--- src/rtl/matrix_pkg.sv ---
// Shared types and constants for the result serializer slice.
package matrix_pkg;
  localparam int ELEM_W = 16;
  localparam int N_ELEM = 16;
  localparam int BYTE_W = 8;

  typedef enum logic [1:0] {IDLE, HDR, SEND_HI, SEND_LO} ser_state_t;
  typedef logic [3:0] elem_idx_t;

  // rows*cols in 8 bits, clamped to the number of slots on the result bus
  function automatic logic [7:0] clamp_count(input logic [3:0] rows, input logic [3:0] cols);
    logic [7:0] prod;
    prod = {4'd0, rows} * {4'd0, cols};
    return (prod > 8'(N_ELEM)) ? 8'(N_ELEM) : prod;
  endfunction
endpackage

--- src/rtl/result_serializer_if.sv ---
// Capture-side and byte-stream signals of the result serializer.
interface result_serializer_if;
  import matrix_pkg::*;

  logic [ELEM_W*N_ELEM-1:0] res_mat;
  logic                     res_valid;
  logic [3:0]               rows;
  logic [3:0]               cols;
  logic                     busy;
  logic [BYTE_W-1:0]        out_data;
  logic                     out_valid;
  logic                     out_ready;
  logic                     out_last;

  modport master (
    output res_mat, res_valid, rows, cols, out_ready,
    input  busy, out_data, out_valid, out_last
  );

  modport slave (
    input  res_mat, res_valid, rows, cols, out_ready,
    output busy, out_data, out_valid, out_last
  );
endinterface

--- src/rtl/result_serializer_elem_select.sv ---
// Combinational 16:1 element mux; element 0 sits in the top bits of the bus.
module elem_select
  import matrix_pkg::*;
(
  input  logic [ELEM_W*N_ELEM-1:0] i_mat,
  input  elem_idx_t                i_idx,
  output logic [ELEM_W-1:0]        o_elem
);

  always_comb begin
    o_elem = '0;
    for (int i = 0; i < N_ELEM; i++) begin
      if (i_idx == elem_idx_t'(i)) o_elem = i_mat[(N_ELEM-1-i)*ELEM_W +: ELEM_W];
    end
  end

endmodule

--- src/rtl/result_serializer.sv ---
// Captures the result matrix and streams rows*cols elements as bytes, high byte first.
// Optional RESULT_SER_HEADER_EN prepends a {rows,cols} header byte.
//   state   | meaning
//   IDLE    | waiting for res_valid with a non-zero element count
//   HDR     | presenting the {rows,cols} header byte (header build only)
//   SEND_HI | presenting element[idx][15:8]
//   SEND_LO | presenting element[idx][7:0]
module result_serializer
  import matrix_pkg::*;
(
  input  logic              CLK,
  input  logic              RST_N,
  result_serializer_if.slave s_bus
);

  ser_state_t               r_state;
  elem_idx_t                r_idx;
  elem_idx_t                r_last_idx;
  logic [ELEM_W*N_ELEM-1:0] r_mat;
  logic [BYTE_W-1:0]        r_out_data;
  logic                     r_out_valid;
  logic                     r_out_last;
  logic                     r_busy;

  logic [7:0]               w_n;
  logic                     w_hs;
  elem_idx_t                w_sel_idx;
  logic [ELEM_W-1:0]        w_elem;

  assign w_n  = clamp_count(s_bus.rows, s_bus.cols);
  assign w_hs = r_out_valid && s_bus.out_ready;

  // Outputs are registered, so the mux looks one element ahead while in SEND_LO
  assign w_sel_idx = (r_state == SEND_LO) ? r_idx + 4'd1 : r_idx;

  elem_select u_elem_select (
    .i_mat  (r_mat),
    .i_idx  (w_sel_idx),
    .o_elem (w_elem)
  );

  always_ff @(posedge CLK or negedge RST_N) begin
    if (!RST_N) begin
      r_state     <= IDLE;
      r_idx       <= '0;
      r_last_idx  <= '0;
      r_mat       <= '0;
      r_out_data  <= '0;
      r_out_valid <= 1'b0;
      r_out_last  <= 1'b0;
      r_busy      <= 1'b0;
    end else begin
      case (r_state)
        IDLE: begin
          if (s_bus.res_valid && (w_n != 8'd0)) begin
            r_mat       <= s_bus.res_mat;
            r_last_idx  <= elem_idx_t'(w_n - 8'd1);
            r_idx       <= '0;
            r_out_valid <= 1'b1;
            r_out_last  <= 1'b0;
            r_busy      <= 1'b1;
`ifdef RESULT_SER_HEADER_EN
            r_state     <= HDR;
            r_out_data  <= {s_bus.rows, s_bus.cols};
`else
            r_state     <= SEND_HI;
            r_out_data  <= s_bus.res_mat[ELEM_W*N_ELEM-1 -: BYTE_W];
`endif
          end
        end
        HDR: begin
          if (w_hs) begin
            r_state    <= SEND_HI;
            r_out_data <= w_elem[ELEM_W-1 -: BYTE_W];
          end
        end
        SEND_HI: begin
          if (w_hs) begin
            r_state    <= SEND_LO;
            r_out_data <= w_elem[BYTE_W-1:0];
            r_out_last <= (r_idx == r_last_idx);
          end
        end
        SEND_LO: begin
          if (w_hs) begin
            r_out_last <= 1'b0;
            if (r_idx == r_last_idx) begin
              r_state     <= IDLE;
              r_out_valid <= 1'b0;
              r_busy      <= 1'b0;
              r_out_data  <= '0;
            end else begin
              r_state    <= SEND_HI;
              r_idx      <= r_idx + 4'd1;
              r_out_data <= w_elem[ELEM_W-1 -: BYTE_W];
            end
          end
        end
        default: r_state <= IDLE;
      endcase
    end
  end

  assign s_bus.busy      = r_busy;
  assign s_bus.out_data  = r_out_data;
  assign s_bus.out_valid = r_out_valid;
  assign s_bus.out_last  = r_out_last;

endmodule

--- src/flat_wrapper.sv ---
// flat-port wrapper written by rule: the top's interface ports become plain ports
module result_serializer_flat import matrix_pkg::*;
  (CLK, RST_N, s_bus_res_mat, s_bus_res_valid, s_bus_rows, s_bus_cols, s_bus_out_ready, s_bus_busy, s_bus_out_data, s_bus_out_valid, s_bus_out_last);
  result_serializer_if s_bus_i ();
  input  logic CLK;
  input  logic RST_N;
  input wire logic [$bits(s_bus_i.res_mat)-1:0] s_bus_res_mat;
  input wire logic [$bits(s_bus_i.res_valid)-1:0] s_bus_res_valid;
  input wire logic [$bits(s_bus_i.rows)-1:0] s_bus_rows;
  input wire logic [$bits(s_bus_i.cols)-1:0] s_bus_cols;
  input wire logic [$bits(s_bus_i.out_ready)-1:0] s_bus_out_ready;
  output wire logic [$bits(s_bus_i.busy)-1:0] s_bus_busy;
  output wire logic [$bits(s_bus_i.out_data)-1:0] s_bus_out_data;
  output wire logic [$bits(s_bus_i.out_valid)-1:0] s_bus_out_valid;
  output wire logic [$bits(s_bus_i.out_last)-1:0] s_bus_out_last;
  assign s_bus_i.res_mat = s_bus_res_mat;
  assign s_bus_i.res_valid = s_bus_res_valid;
  assign s_bus_i.rows = s_bus_rows;
  assign s_bus_i.cols = s_bus_cols;
  assign s_bus_i.out_ready = s_bus_out_ready;
  assign s_bus_busy = s_bus_i.busy;
  assign s_bus_out_data = s_bus_i.out_data;
  assign s_bus_out_valid = s_bus_i.out_valid;
  assign s_bus_out_last = s_bus_i.out_last;
  result_serializer u_core (.CLK(CLK), .RST_N(RST_N), .s_bus(s_bus_i));
endmodule
--- config.mk ---
export PLATFORM = sky130hd
export DESIGN_NAME = result_serializer_flat
export DESIGN_NICKNAME = d
export VERILOG_FILES = /design/src/rtl/matrix_pkg.sv /design/src/rtl/result_serializer_if.sv /design/src/rtl/result_serializer_elem_select.sv /design/src/rtl/result_serializer.sv /design/src/flat_wrapper.sv
export SDC_FILE = /design/constraint.sdc
export NUM_CORES = 1
export LEC_CHECK = 0
export ABC_AREA = 0
export CAP_MARGIN = 20
export CELL_PAD_IN_SITES_DETAIL_PLACEMENT = 2
export CELL_PAD_IN_SITES_GLOBAL_PLACEMENT = 2
export CORE_AREA = 2 2 189 191
export CTS_BUF_LIST = sky130_fd_sc_hd__clkbuf_16
export CTS_CLUSTER_DIAMETER = 80
export DETAILED_ROUTE_END_ITERATION = 12
export DIE_AREA = 0 0 191 193
export DONT_BUFFER_PORTS = 1
export GPL_ROUTABILITY_DRIVEN = 0
export HOLD_SLACK_MARGIN = 0.1
export MAX_ROUTING_LAYER = met4
export PLACE_DENSITY_LB_ADDON = 0.1
export SLEW_MARGIN = 20
export SYNTH_ARGS = -nofsm -noshare
export SYNTH_HDL_FRONTEND = slang
export SYNTH_SLANG_ARGS = --single-unit
--- constraint.sdc ---
create_clock -name CLK -period 5.6 [get_ports CLK]
set_clock_uncertainty 0.15 [all_clocks]
set_input_delay 1.68 -clock CLK [delete_from_list [all_inputs] [get_ports CLK]]
set_output_delay 1.68 -clock CLK [all_outputs]
set_load 0.05 [all_outputs]
==> flow_summary.json <==
{
  "place.detailed.hpwl_um": 42420,
  "viasPerCell": 5.882,
  "vias": 12750,
  "synth-seq-cells": 276,
  "clk_latency_ns": 0.54,
  "synth.most_common_cell": "nand2_1",
  "fmax_mhz": 187.7,
  "clkSlewWorstSetupHoldPaths_ns": 0.06,
  "p_per_area_mw_per_mm2": 690.0,
  "dr.pass1.iters": 5,
  "track_usage": 0.3277,
  "synth_edf_count": 0,
  "grt_overflow_total": 0,
  "ys_types": 88,
  "synth_seq_area_share": 0.4918,
  "synth-async-reset-ratio": 1.000,
  "tightest_slew_ns": 1.036,
  "period_minus_slack_ns": 5.326,
  "grt_pass1_wl_um": 86690,
  "start_kind": "input port",
  "cts_setup_buffers": 0,
  "fin_util": 0.4553,
  "endpoint_kind": "flip-flop",
  "synth_area_sq_mm": 0.01404,
  "p_leak_uw": 0.007858,
  "hold_depth": 2,
  "die_area_sq_mm": 0.03686,
  "cts_tree": "done",
  "finalWirelength_um": 57770,
  "cts-root-buf": "clkbuf_16",
  "rows": 69,
  "synthTopCellsByArea": "dfrtp_1 49%, nand2_1 21%, o21ai_0 1.9%, mux4_2 1.8%, a21oi_1 1.7%",
  "synthesis.instances": 1677,
  "hold_viol": 0,
  "fin_crit_sh": 0.9512,
  "min_path_type": "flip-flop to flip-flop",
  "postRouteAntennaNets": 0,
  "setup_violations": 0,
  "multi_input_area_sq_mm": 0.006591,
  "fillers": 3878,
  "port_buffers": 0,
  "dpl-instance-area_sq_mm": 0.01478,
  "ir_worst_vdd_mv": 0.2437,
  "syn_to_final_growth_pct": 13.35,
  "antenna_found_initial": 6,
  "drv_slew": 0,
  "grt_pass1_vias": 13720,
  "ctsHoldBuffers": 0,
  "numCtsBuffers": 34,
  "ys.flop_type": "dfrtp_1",
  "cts_buffer_depth": 3,
  "final_nets": 1965,
  "synthTopCellsByCount": "800 x nand2_1, 276 x dfrtp_1, 53 x o21ai_0, 49 x a21oi_1, 43 x clkbuf_1",
  "coreArea_sq_mm": 0.03496,
  "final_area_sq_mm": 0.01592,
  "drc": 0,
  "syn-num-nets": 1964,
  "syn_area_per_cell_sq_um": 8.375,
  "die-height_um": 193,
  "cp.required_ns": 5.93,
  "synth_top_area_share": 0.4918,
  "io_pins": 279,
  "outcome": "finished, final reports clean",
  "routedWlPerCell_um": 26.65,
  "initial_core_util": 0.4017,
  "path_class": "input port to flip-flop",
  "grt_start_max_net_pins": 277,
  "r2r_cells": 11,
  "cts_max_level": 2,
  "yosysWarnings": 0,
  "yosysTopAreaCell": "dfrtp_1",
  "regArea_sq_mm": 0.006907,
  "cap_violations": 0,
  "cts_num_sinks": 276,
  "worst-endpoint-arrival_ns": 5.65,
  "layout-drive-gt1-share": 0.09577,
  "first_iter_violations": 1145,
  "cp_max_fo": 152,
  "cts_resized": 0,
  "die_x_um": 191,
  "relSlewSlack": 0.3091
}
-- metrics by stage --
stage	cells	setup WS, ns	hold slack, ns	total power [uW]	setup TNS, ns
floorplan	1677	-0.06060	0.2873	6528	-1.845
global placement	2103	-0.2488	0.3015	8401	-22.00
detailed placement	2103	-0.3851	0.3135	8615	-49.49
CTS	2163	0.1667	0.3295	10910	0
global route	2168	-0.01717	0.3502	11580	-0.04846
finish	2168	0.2736	0.3256	10980	0
-- kinds of logic (layout without fill, tap and decap cells) --
logic type | count (synthesis) | count (layout) | synth area share
compound gates | 274 | 274 | 0.1384
xor+xnor | 11 | 11 | 0.007395
fa+ha+maj | 19 | 19 | 0.01906
buf+inv | 131 | 156 | 0.04205
flops | 276 | 276 | 0.4918
mux | 29 | 29 | 0.03216
other cells | 0 | 5 | 0
simple gates | 937 | 937 | 0.2691
-- layer usage --
metal  share of wire  GRT usage
met3           0.081    0.08000
met4           0.031     0.1008
met1            0.42     0.4222
met5               0          -
met2            0.47     0.5121
-- sequential cells by signal (all words and copies together) (netlist names) --
register and count:
u_core.r_idx 4, u_core.r_last_idx 4, u_core.r_mat 256, u_core.r_state 2, u_core.s_bus.out_data 8, u_core.s_bus.out_last 1, u_core.s_bus.out_valid 1
-- critical path: stages --
cell	delay, ns
nand2_1	0.06
fa_1	0.54
inv_1	0.05
fa_1	0.51
inv_1	0.07
fa_1	0.39
xor2_1	0.18
o31a_1	0.17
o221ai_2	0.10
nor2_2	0.17
nand3_1	0.14
ha_1	0.23
and3b_1	0.18
inv_1	0.13
o31a_4	0.19
buf_16	0.36
nand2_1	0.21
nand2_1	0.09
-- worst paths after layout --
kind / startpoint / to / slack [ns]
max in group asynchronous: RST_N / u_core.r_mat[73] / 4.20
min in group asynchronous: RST_N / u_core.r_mat[171] / 0.69
min: u_core.r_mat[90] / u_core.r_mat[90] / 0.33
min reg2reg: u_core.r_mat[90] / u_core.r_mat[90] / 0.33
max: s_bus_rows[2] / u_core.r_mat[122] / 0.27
max reg2reg: u_core.r_state[0] / u_core.s_bus.out_data[5] / 1.43
-- area by class of cell --
class	instances	area share
Multi-Input combinational cell	1270	0.4141
Antenna cell	5	0.0007860
Sequential cell	276	0.4339
Clock buffer	35	0.05502
Timing Repair Buffer	70	0.04048
Tap cell	461	0.03623
Clock inverter	25	0.01344
Inverter	26	0.006131
-- where the power goes --
group	switching, uW	internal [uW]	leakage, uW
combinational	3110	1710	0.00386
sequential	972	2980	0.00344
clock	896	1310	0.000557
-- cell usage in the layout, fill, tap and decap left out, types with 7 or more instances in the layout --
| master | count |
|---|---|
| nand2_1 | 799 |
| dfrtp_1 | 276 |
| buf_4 | 61 |
| o21ai_0 | 53 |
| a21oi_1 | 46 |
| clkbuf_16 | 35 |
| inv_1 | 32 |
| nand3_1 | 30 |
| nor2_1 | 29 |
| a211oi_1 | 19 |
| a31oi_1 | 15 |
| and2_1 | 15 |
| ha_1 | 14 |
| nor3_1 | 12 |
| mux4_2 | 11 |
| mux2i_1 | 11 |
| o211ai_1 | 11 |
| and3_1 | 10 |
| a221oi_1 | 10 |
| nand4_1 | 8 |
| xor2_1 | 8 |
| clkinv_1 | 8 |
| a22o_1 | 7 |
| a32oi_1 | 7 |
| a2111oi_0 | 7 |
Note: power is estimated with default switching activity, not from simulation.
